$ cat src/rtl/vpat_pkg.sv
// Shared types and constants for the video pattern source.
//   mode_t      - pattern selector held in CTRL[2:1]
//   state_t     - frame sequencer states
//   pat_cfg_t   - pattern configuration latched once per frame
//   beat_t      - one Avalon-ST beat (data + packet markers)
//   ADDR_*      - Avalon-MM word addresses of the register file
package vpat_pkg;

  localparam int unsigned DATA_W = 24;
  localparam int unsigned CSR_W  = 32;
  localparam int unsigned ADDR_W = 3;

  typedef enum logic [1:0] {
    SOLID    = 2'd0,
    STRIPE   = 2'd1,
    GRADIENT = 2'd2,
    CHECKER  = 2'd3
  } mode_t;

  typedef enum logic [1:0] {
    IDLE   = 2'd0,
    HEADER = 2'd1,
    PIXELS = 2'd2,
    GAP    = 2'd3
  } state_t;

  localparam logic [ADDR_W-1:0] ADDR_CTRL        = 3'd0;
  localparam logic [ADDR_W-1:0] ADDR_COLOR       = 3'd1;
  localparam logic [ADDR_W-1:0] ADDR_STRIPE_X    = 3'd2;
  localparam logic [ADDR_W-1:0] ADDR_FRAME_COUNT = 3'd3;
  localparam logic [ADDR_W-1:0] ADDR_STATUS      = 3'd4;

  localparam logic [DATA_W-1:0] COLOR_RST  = 24'hFF_FFFF;
  localparam logic [15:0]       STRIPE_RST = 16'd31;

  typedef struct packed {
    mode_t             mode;
    logic [DATA_W-1:0] color;
    logic [15:0]       stripe_x;
  } pat_cfg_t;

  typedef struct packed {
    logic [DATA_W-1:0] data;
    logic              sop;
    logic              eop;
  } beat_t;

  // Pixel value at (x, y) for a given pattern configuration.
  function automatic logic [DATA_W-1:0] pattern_pixel(input pat_cfg_t   cfg,
                                                      input logic [15:0] x,
                                                      input logic [7:0]  y);
    logic [DATA_W-1:0] pix;
    case (cfg.mode)
      SOLID:    pix = cfg.color;
      STRIPE:   pix = (x == cfg.stripe_x) ? cfg.color : '0;
      GRADIENT: pix = {x[7:0], x[7:0], y};
      CHECKER:  pix = (x[5] ^ y[5]) ? cfg.color : '0;
      default:  pix = '0;
    endcase
    return pix;
  endfunction

endpackage

$ cat src/rtl/video_pattern_regs.sv
// Avalon-MM register file for the video pattern source.
//   clk, reset_n           - clock, async active-low reset
//   chipselect_i/read_i/write_i, address_i, writedata_i - slave access
//   readdata_o             - registered read data, holds until next read
//   frame_done_i           - one-cycle pulse when an eop beat is accepted
//   busy_i, line_i         - live status from the sequencer
//   enable_o, cfg_o        - current CTRL.enable and pattern configuration
module video_pattern_regs
  import vpat_pkg::*;
(
  input  logic              clk,
  input  logic              reset_n,
  input  logic              chipselect_i,
  input  logic              read_i,
  input  logic              write_i,
  input  logic [ADDR_W-1:0] address_i,
  input  logic [CSR_W-1:0]  writedata_i,
  output logic [CSR_W-1:0]  readdata_o,
  input  logic              frame_done_i,
  input  logic              busy_i,
  input  logic [15:0]       line_i,
  output logic              enable_o,
  output pat_cfg_t          cfg_o
);

  logic              enable_q, enable_d;
  mode_t             mode_q, mode_d;
  logic [DATA_W-1:0] color_q, color_d;
  logic [15:0]       stripe_q, stripe_d;
  logic [CSR_W-1:0]  frame_count_q, frame_count_d;
  logic [CSR_W-1:0]  readdata_q, readdata_d;

  // Upper write-data bits have no register behind them.
  logic unused_wdata;
  assign unused_wdata = ^writedata_i[CSR_W-1:DATA_W];

  // Register writes and frame counter.
  always_comb begin
    enable_d      = enable_q;
    mode_d        = mode_q;
    color_d       = color_q;
    stripe_d      = stripe_q;
    frame_count_d = frame_count_q + CSR_W'(frame_done_i);
    if (chipselect_i && write_i) begin
      case (address_i)
        ADDR_CTRL: begin
          enable_d = writedata_i[0];
          mode_d   = mode_t'(writedata_i[2:1]);
        end
        ADDR_COLOR:    color_d  = writedata_i[DATA_W-1:0];
        ADDR_STRIPE_X: stripe_d = writedata_i[15:0];
        default: begin end
      endcase
    end
  end

  // Readback mux; the result is captured only on a read strobe.
  always_comb begin
    readdata_d = readdata_q;
    if (chipselect_i && read_i) begin
      case (address_i)
        ADDR_CTRL:        readdata_d = {29'd0, mode_q, enable_q};
        ADDR_COLOR:       readdata_d = {8'd0, color_q};
        ADDR_STRIPE_X:    readdata_d = {16'd0, stripe_q};
        ADDR_FRAME_COUNT: readdata_d = frame_count_q;
        ADDR_STATUS:      readdata_d = {line_i, 15'd0, busy_i};
        default:          readdata_d = '0;
      endcase
    end
  end

  always_ff @(posedge clk or negedge reset_n) begin
    if (!reset_n) begin
      enable_q      <= 1'b0;
      mode_q        <= SOLID;
      color_q       <= COLOR_RST;
      stripe_q      <= STRIPE_RST;
      frame_count_q <= '0;
      readdata_q    <= '0;
    end else begin
      enable_q      <= enable_d;
      mode_q        <= mode_d;
      color_q       <= color_d;
      stripe_q      <= stripe_d;
      frame_count_q <= frame_count_d;
      readdata_q    <= readdata_d;
    end
  end

  assign readdata_o = readdata_q;
  assign enable_o   = enable_q;
  assign cfg_o      = '{mode: mode_q, color: color_q, stripe_x: stripe_q};

endmodule

$ cat src/rtl/video_pattern_source.sv
// Avalon-ST test-pattern frame generator.
//   clk, reset_n                        - clock, async active-low reset
//   source_data/valid/sop/eop, ready    - Avalon-ST source, ready latency 0
//   s_chipselect/read/write, s_address,
//   s_writedata, s_readdata             - Avalon-MM configuration slave
// Each frame is one header beat (data 0, sop) followed by WIDTH*HEIGHT
// pixels, then GAP_CYCLES idle cycles.
module video_pattern_source
  import vpat_pkg::*;
#(
  parameter int unsigned WIDTH      = 640,
  parameter int unsigned HEIGHT     = 480,
  parameter int unsigned GAP_CYCLES = 16
) (
  input  logic              clk,
  input  logic              reset_n,
  output logic [DATA_W-1:0] source_data,
  output logic              source_valid,
  input  logic              source_ready,
  output logic              source_sop,
  output logic              source_eop,
  input  logic              s_chipselect,
  input  logic              s_read,
  input  logic              s_write,
  input  logic [ADDR_W-1:0] s_address,
  input  logic [CSR_W-1:0]  s_writedata,
  output logic [CSR_W-1:0]  s_readdata
);

  localparam int unsigned X_W = (WIDTH > 1) ? $clog2(WIDTH) : 1;
  localparam int unsigned Y_W = (HEIGHT > 1) ? $clog2(HEIGHT) : 1;
  localparam int unsigned G_W = (GAP_CYCLES > 1) ? $clog2(GAP_CYCLES) : 1;
  localparam logic [X_W-1:0] X_LAST   = X_W'(WIDTH - 1);
  localparam logic [Y_W-1:0] Y_LAST   = Y_W'(HEIGHT - 1);
  localparam logic [G_W-1:0] GAP_LOAD = G_W'((GAP_CYCLES > 0) ? GAP_CYCLES - 1 : 0);
  localparam bit             HAS_GAP  = (GAP_CYCLES > 0);

  state_t         state_q, state_d;
  logic [X_W-1:0] x_q, x_d;
  logic [Y_W-1:0] y_q, y_d;
  logic [G_W-1:0] gap_q, gap_d;
  pat_cfg_t       shadow_q, shadow_d;
  beat_t          beat_q, beat_d;
  logic           valid_q, valid_d;

  logic           enable;
  pat_cfg_t       cfg;
  logic           handshake_c;
  logic           last_pix_c;
  logic           frame_done_c;
  logic           ctrl_wr_c;
  logic           enable_at_end_c;

  video_pattern_regs u_regs (
    .clk          (clk),
    .reset_n      (reset_n),
    .chipselect_i (s_chipselect),
    .read_i       (s_read),
    .write_i      (s_write),
    .address_i    (s_address),
    .writedata_i  (s_writedata),
    .readdata_o   (s_readdata),
    .frame_done_i (frame_done_c),
    .busy_i       (state_q != IDLE),
    .line_i       (16'(y_q)),
    .enable_o     (enable),
    .cfg_o        (cfg)
  );

  assign handshake_c = valid_q && source_ready;
  assign last_pix_c  = (x_q == X_LAST) && (y_q == Y_LAST);
  assign ctrl_wr_c   = s_chipselect && s_write && (s_address == ADDR_CTRL);
  // A CTRL write landing on the eop edge must steer the back-to-back decision.
  assign enable_at_end_c = ctrl_wr_c ? s_writedata[0] : enable;

  // Frame sequencer next-state logic.
  always_comb begin
    state_d = state_q;
    case (state_q)
      IDLE:   if (enable) state_d = HEADER;
      HEADER: if (handshake_c) state_d = PIXELS;
      PIXELS: begin
        if (handshake_c && last_pix_c) begin
          if (HAS_GAP)              state_d = GAP;
          else if (enable_at_end_c) state_d = HEADER;
          else                      state_d = IDLE;
        end
      end
      GAP:    if (gap_q == '0) state_d = enable ? HEADER : IDLE;
      default: state_d = IDLE;
    endcase
  end

  // Counters, shadow capture and the next registered beat.
  always_comb begin
    x_d          = x_q;
    y_d          = y_q;
    gap_d        = gap_q;
    shadow_d     = shadow_q;
    frame_done_c = 1'b0;
    valid_d      = 1'b0;
    beat_d       = '0;

    if (state_q == HEADER && handshake_c) begin
      x_d = '0;
      y_d = '0;
    end

    if (state_q == PIXELS && handshake_c) begin
      if (last_pix_c) begin
        x_d          = '0;
        y_d          = '0;
        frame_done_c = 1'b1;
      end else if (x_q == X_LAST) begin
        x_d = '0;
        y_d = y_q + Y_W'(1);
      end else begin
        x_d = x_q + X_W'(1);
      end
    end

    if (state_q == GAP) gap_d = gap_q - G_W'(1);
    if (state_d == GAP && state_q != GAP) gap_d = GAP_LOAD;

    // Configuration is frozen for the whole frame from header entry on.
    if (state_d == HEADER && state_q != HEADER) shadow_d = cfg;

    // Output registers describe the beat offered in the next state; without
    // a handshake every input here is unchanged, so the beat holds.
    case (state_d)
      HEADER: begin
        valid_d    = 1'b1;
        beat_d.sop = 1'b1;
      end
      PIXELS: begin
        valid_d     = 1'b1;
        beat_d.data = pattern_pixel(shadow_d, 16'(x_d), 8'(y_d));
        beat_d.eop  = (x_d == X_LAST) && (y_d == Y_LAST);
      end
      default: valid_d = 1'b0;
    endcase
  end

  always_ff @(posedge clk or negedge reset_n) begin
    if (!reset_n) begin
      state_q  <= IDLE;
      x_q      <= '0;
      y_q      <= '0;
      gap_q    <= '0;
      shadow_q <= '0;
      beat_q   <= '0;
      valid_q  <= 1'b0;
    end else begin
      state_q  <= state_d;
      x_q      <= x_d;
      y_q      <= y_d;
      gap_q    <= gap_d;
      shadow_q <= shadow_d;
      beat_q   <= beat_d;
      valid_q  <= valid_d;
    end
  end

  assign source_valid = valid_q;
  assign source_data  = beat_q.data;
  assign source_sop   = beat_q.sop;
  assign source_eop   = beat_q.eop;

endmodule

$ cat config.mk
export PLATFORM = sky130hd
export DESIGN_NAME = video_pattern_source
export DESIGN_NICKNAME = d
export VERILOG_FILES = /design/src/rtl/vpat_pkg.sv /design/src/rtl/video_pattern_regs.sv /design/src/rtl/video_pattern_source.sv
export SDC_FILE = /design/constraint.sdc
export NUM_CORES = 1
export LEC_CHECK = 0
export ABC_AREA = 1
export BUFFER_PORTS_ARGS = -buffer_cell sky130_fd_sc_hd__buf_4
export CORE_MARGIN = 5
export CORE_UTILIZATION = 54
export DETAILED_ROUTE_END_ITERATION = 10
export PLACE_DENSITY = 0.77
export SLEW_MARGIN = 30
export SYNTH_ARGS = -nofsm -noshare
export SYNTH_HDL_FRONTEND = slang
export SYNTH_SLANG_ARGS = --single-unit
$ cat constraint.sdc
create_clock -name clk -period 3.4 [get_ports clk]
set_input_delay 0.17 -clock clk [delete_from_list [all_inputs] [get_ports clk]]
set_output_delay 0.17 -clock clk [all_outputs]
set_load 0.1 [all_outputs]
## Word level (Yosys, flattened, before mapping)

Cells that the tools add are included.

- Div/mod/pow operators: 0
- Eq/ne operators: 20
- Magnitude comparators: 0
- Bitwise gates (word level): 1
- $mul: 0
- Reduce and logical (&&, ||, !) cells: 20
- $add $sub $neg: 4
- Muxes and demuxes: 27
- Shift operators: 0

Operators by type and width:

| kind | count |
|---|---|
| 32-bit case mux with 5 select lines | 1 |
| 24-bit case mux with 4 select lines | 1 |
| 24-bit 2-to-1 mux | 3 |
| 42-bit 2-to-1 mux | 1 |
| 10-bit 2-to-1 mux | 4 |
| 9-bit 2-to-1 mux | 4 |
| 32-bit by 1-bit adder with 32-bit output | 1 |
| 10-bit == test (second input constant) | 2 |
| 9-bit == test (second input constant) | 2 |
| 10-bit by 16-bit == test with 1-bit output | 1 |
| 2-bit == test (second input constant) | 6 |
| 10-bit by 1-bit adder with 10-bit output (second input constant) | 1 |
| 1-bit logical AND | 10 |
| 9-bit by 1-bit adder with 9-bit output (second input constant) | 1 |
| 2-bit 2-to-1 mux | 4 |
| 4-bit 2-to-1 mux | 2 |
| 2-bit case mux with 4 select lines | 1 |
| 2-bit by 1-bit == test with 1-bit output (second input constant) | 3 |
| 3-bit by 2-bit == test with 1-bit output (second input constant) | 2 |
| 1-bit 2-to-1 mux | 6 |
| 2-bit AND reduction | 3 |
| 2-bit zero test | 2 |
| 4-bit zero test | 1 |
| 2-bit nonzero test | 2 |
| other kinds (8) | 8 |

- Word-level logic and storage cells: 89
- Memory bits (writable): 0
- Register bits after elaboration: 201
- Bits in latches: 0
- Memories kept: 0
- Memory bits (read-only): 0

## Longest topological paths before layout

- Depth in word-level cells: 12
- Mapped depth: 24
- Gate-level depth less buffers: 22

## By module

From an unflattened synthesis, not the netlist that was laid out.

- Cells, all modules: 1,297
- Area total of the unflattened synthesis: 10,269.8 um^2

By module, submodules not included:

| module | cells an instance | times used | area an instance (um^2) | sequential area each (um^2) |
|---|---|---|---|---|
| video_pattern_regs | 674 | 1 | 5,306.3 | 2,713.9 |
| video_pattern_source | 623 | 1 | 4,963.5 | 2,352.3 |

## Worst setup path after synthesis

No wires, ideal clock.

- Path type: register to register
- Start: register valid_q, in the netlist source_valid
- End: register u_regs.frame_count_q[30]
- Clock period less this slack: 3.870 ns
- Library setup time: 0.123 ns
- Setup slack: -0.470 ns
- Cell stages (with the launch flop): 21
- Arrival: 3.747 ns
- Cells stage by stage: dfrtp_1 > nand2_1 > nor2_4 > nand3_2 > nor2_4 > nand3_1 > inv_1 > ha_1 > ha_1 > nand3_1 > nor2_2 > nand3_1 > nor2_2 > nand2_1 > inv_2 > nand3_1 > nor2_2 > nand2_1 > nor3b_2 > nand2_1 > xnor2_1

- Cells in the longest elaborated chain, start to end: 4

RTL lines:

| item | line | text |
|---|---|---|
| from (decl) | video_pattern_source.sv:44 | `logic valid_q, valid_d;` |
| from (signal assigned) | video_pattern_source.sv:160 | `valid_q <= valid_d;` |
| 1-bit logical AND | video_pattern_source.sv:70 | `assign handshake_c = valid_q && source_ready;` |
| 1-bit logical AND | video_pattern_source.sv:109 | `if (state_q == PIXELS && handshake_c) begin` |
| 1-bit 2-to-1 mux | video_pattern_source.sv:109 |  |
| 32-bit by 1-bit adder with 32-bit output | video_pattern_regs.sv:43 | `frame_count_d = frame_count_q + CSR_W'(frame_done_i);` |
| net u_regs.frame_count_d[30] | video_pattern_regs.sv:30 | `logic [CSR_W-1:0] frame_count_q, frame_count_d;` |
| to (signal assigned) | video_pattern_regs.sv:85 | `frame_count_q <= frame_count_d;` |
| to (decl) | video_pattern_regs.sv:30 |  |

The timed path passes the listed nets, and every way through them passes these cells.
A chain may end at the register's enable or synchronous reset.

==> results.yml <==
run_status:
  outcome: "completed"
synthesis:
  syn_inst: 1246
  synthTopCellsByArea: "dfrtp_1 (43%), nand2_1 (10%), dfstp_2 (7.6%), inv_1 (7.0%), o21ai_0 (5.8%)"
  ys.warnings.count: 0
  syn_area_sq_um: 10100
  synth_edf_count: 0
  avgSynthCellArea_sq_um: 8.10
  synth_common_cells: "nand2_1 (278), inv_1 (187), dfrtp_1 (172)"
  synth.most_common_cell: "nand2_1"
  yosysSeqAreaShare_pct: 50.2
  synth_top_area_share_pct: 42.7
  synthesis.nets: 1295
  yosys_register_bits: 201
  yosysTopAreaCell: "dfrtp_1"
  ys_types: 49
  ys_async_sr_fraction_pct: 100
  synth_top_flop_cell: "dfrtp_1"
timing:
  layout_setup_ws_ps: 208
  tightest_slew_ps: 691
  skew_ps: 22.8
  setup-tns-final_ps: 0
  drv_slew: 0
  clock.fmax_mhz: 313
  rsz0062_at_grt: "yes"
  maxSlewHeadroom_pct: 53.5
  min_period_ps: 3190
  period_share_pct: 93.9
  finalHoldViolCount: 0
  setup_viol: 0
final_layout:
  synthToLayoutAreaGrowth_pct: 22.8
  final_nets: 1433
  num_antenna_cells: 0
  stdcell_area_sq_um: 12400
  drive_above_1_share_pct: 19.6
  fin_cells: 1635
floorplan:
  fp-row-count: 50
  fp.dieArea_sq_um: 21500
  die_x_um: 147
  die-height_um: 147
  core_region_area_sq_um: 18600
  start_util_pct: 54.3
  io-pin-count: 100
setup_path:
  path_max_fanout: 15
  critPathRequiredTime_ps: 3850
  worstSetupPathType: "flop to flop"
  arrival_ps: 3640
  r2r-start: "gap_q[0]"
  crit_path_start_kind: "flop"
  crit_path_end_kind: "flop"
  critPathLaunch: "gap_q[0]"
grt:
  grt_first_pass_wirelength_um: 46400
  grt_antenna_before_repair: 0
  track_usage_pct: 26.6
  grt_pass1_vias: 8706
  grt_max_degree: 88
  gr-total-overflow: 0
place:
  dpl_worst_slack_ps: -3.42
  hpwl_um: 19600
  place_congestion: 0.899
  placed_cells: 1564
  port-buffer-count: 91
  place_area_sq_um: 11200
worst_hold_path:
  hold_path.class: "primary input to flop"
  min_from: "s_address[2]"
power:
  ir_drop_mv: 0.551
  power_mw: 9.29
  p_leak_nw: 6.35
  p_per_area_nw_per_um2: 750
detailed_routing:
  ant_nets: 0
  wl_um: 28600
  viasPerCell: 5.55
  dr.pass1.iters: 7
  vias: 9079
  drtIter0Drc: 998
  wl_per_cell_um: 17.5
  route.detailed.drc: 0
clocking:
  cts_tree: "done"
  numCtsBuffers: 23
  cts_htree_levels: 1
  ctsRootBufferMaster: "clkbuf_16"
  clk_latency_ps: 520
  clockBufferDepth: 3
  path_clk_slew_ps: 60
  cts.sinks: 201
flow_run:
  max_cap_viol_count: 0
[where the power goes]
part,leakage [nW],internal [mW],switching [mW],total (mW)
registers,2.51,2.97,0.263,3.23
logic,3.46,0.958,2.61,3.56
clock network,0.376,1.48,1.02,2.50
[worst max-delay path: stages (launching register included)]
cell and delay (ps):
dfrtp_1 390, inv_1 80, ha_1 150, inv_1 40
nor2_1 130, nand2_1 90, o21ai_0 150, nand2_1 90
o21a_4 250, ha_4 200, nand2_4 190, nand2_1 100
o21ai_2 90, nand2_1 100, nor2_2 110, nand3_2 130
nor2_2 150, nand3_2 80, nor2_4 130, buf_6 160
nand4_1 100, nand3_1 120, nand2_1 50, inv_1 60
[final cells by class]
class	count	area, sq um
clock buffer	30	632
clock inverter	12	134
fill	1451	6200
inverter	194	738
multi-input combinational	809	4230
sequential	201	5070
tap	234	293
timing repair buffer	155	1280
[routing by layer]
metal / track usage (%) / routed length [um]
met1: 37.9 / 12200
met2: 42.2 / 13800
met3: 3.94 / 1950
met4: 8.14 / 752
met5: 0 / 0
[logic make-up after synthesis]
kind of cell             count (synthesis)  synth area share (%)
flip-flops                             201                  50.2
adder cells (fa/ha/maj)                  8                 0.992
buffers and inverters                  237                  9.40
AO/OA/AOI/OAI                          185                  10.0
XOR/XNOR                                28                  2.43
multiplexers                            10                  1.12
AND/OR/NAND/NOR                        577                  25.8
[registers in the layout, indices dropped and copies added, names as in the netlist]
name	count
u_regs.frame_count_q	32
u_regs.readdata_o	32
x_q	10
u_regs.mode_q	2
source_sop	1
y_q	9
u_regs.enable_o	1
shadow_q	42
u_regs.color_q	24
source_data	24
u_regs.stripe_q	16
source_valid	1
gap_q	4
source_eop	1
state_q	2
[placed cells by master (no fill, tap or decap), drive strengths merged, types with 2 or more instances in the layout]
master / count
inv: 194
clkbuf: 31
clkinvlp: 2
o211ai: 5
nand4: 36
o21ai: 127
a22oi: 8
dfrtp: 172
o22ai: 7
nor4: 3
buf: 129
nand3: 105
ha: 8
o21bai: 3
clkinv: 8
a221oi: 4
nor3: 15
nand3b: 3
nand2: 289
o31ai: 2
mux2: 10
dfstp: 29
bufinv: 2
a21oi: 25
xor2: 22
xnor2: 6
dlygate4sd3: 25
nor2: 124
[stage by stage]
stage | hold slack [ps] | utilization, %
2_1_floorplan | -126 | -
6_report | 206 | 66.7
3_3_place_gp | 246 | 60.1
4_1_cts | 186 | 65.7
3_5_place_dp | 252 | 60.1
5_1_grt | 243 | 66.7
[worst paths after layout]
| check | endpoint | slack (ps) | cells after the start |
|---|---|---|---|
| worst max-delay path | source_data[22] | 210 | 23 |
| worst min-delay path | u_regs.readdata_o[24] | 210 | 7 |
| worst max register to register | source_data[22] | 210 | 23 |
| worst min register to register | u_regs.frame_count_q[31] | 470 | 1 |
| max in group asynchronous | u_regs.color_q[7] | 2180 | 3 |
| min in group asynchronous | u_regs.readdata_o[30] | 250 | 2 |
[timing repair]
item                                    4_1_cts  5_1_grt
hold buffers                                 25        0
gates resized for setup                       6       34
pin swaps                                     0        8
endpoints found under the setup margin       16       31
gates cloned                                  0        1
setup buffers                                 0        3
hold endpoints to repair                    105        0
Power figures use the tool's default switching activity.
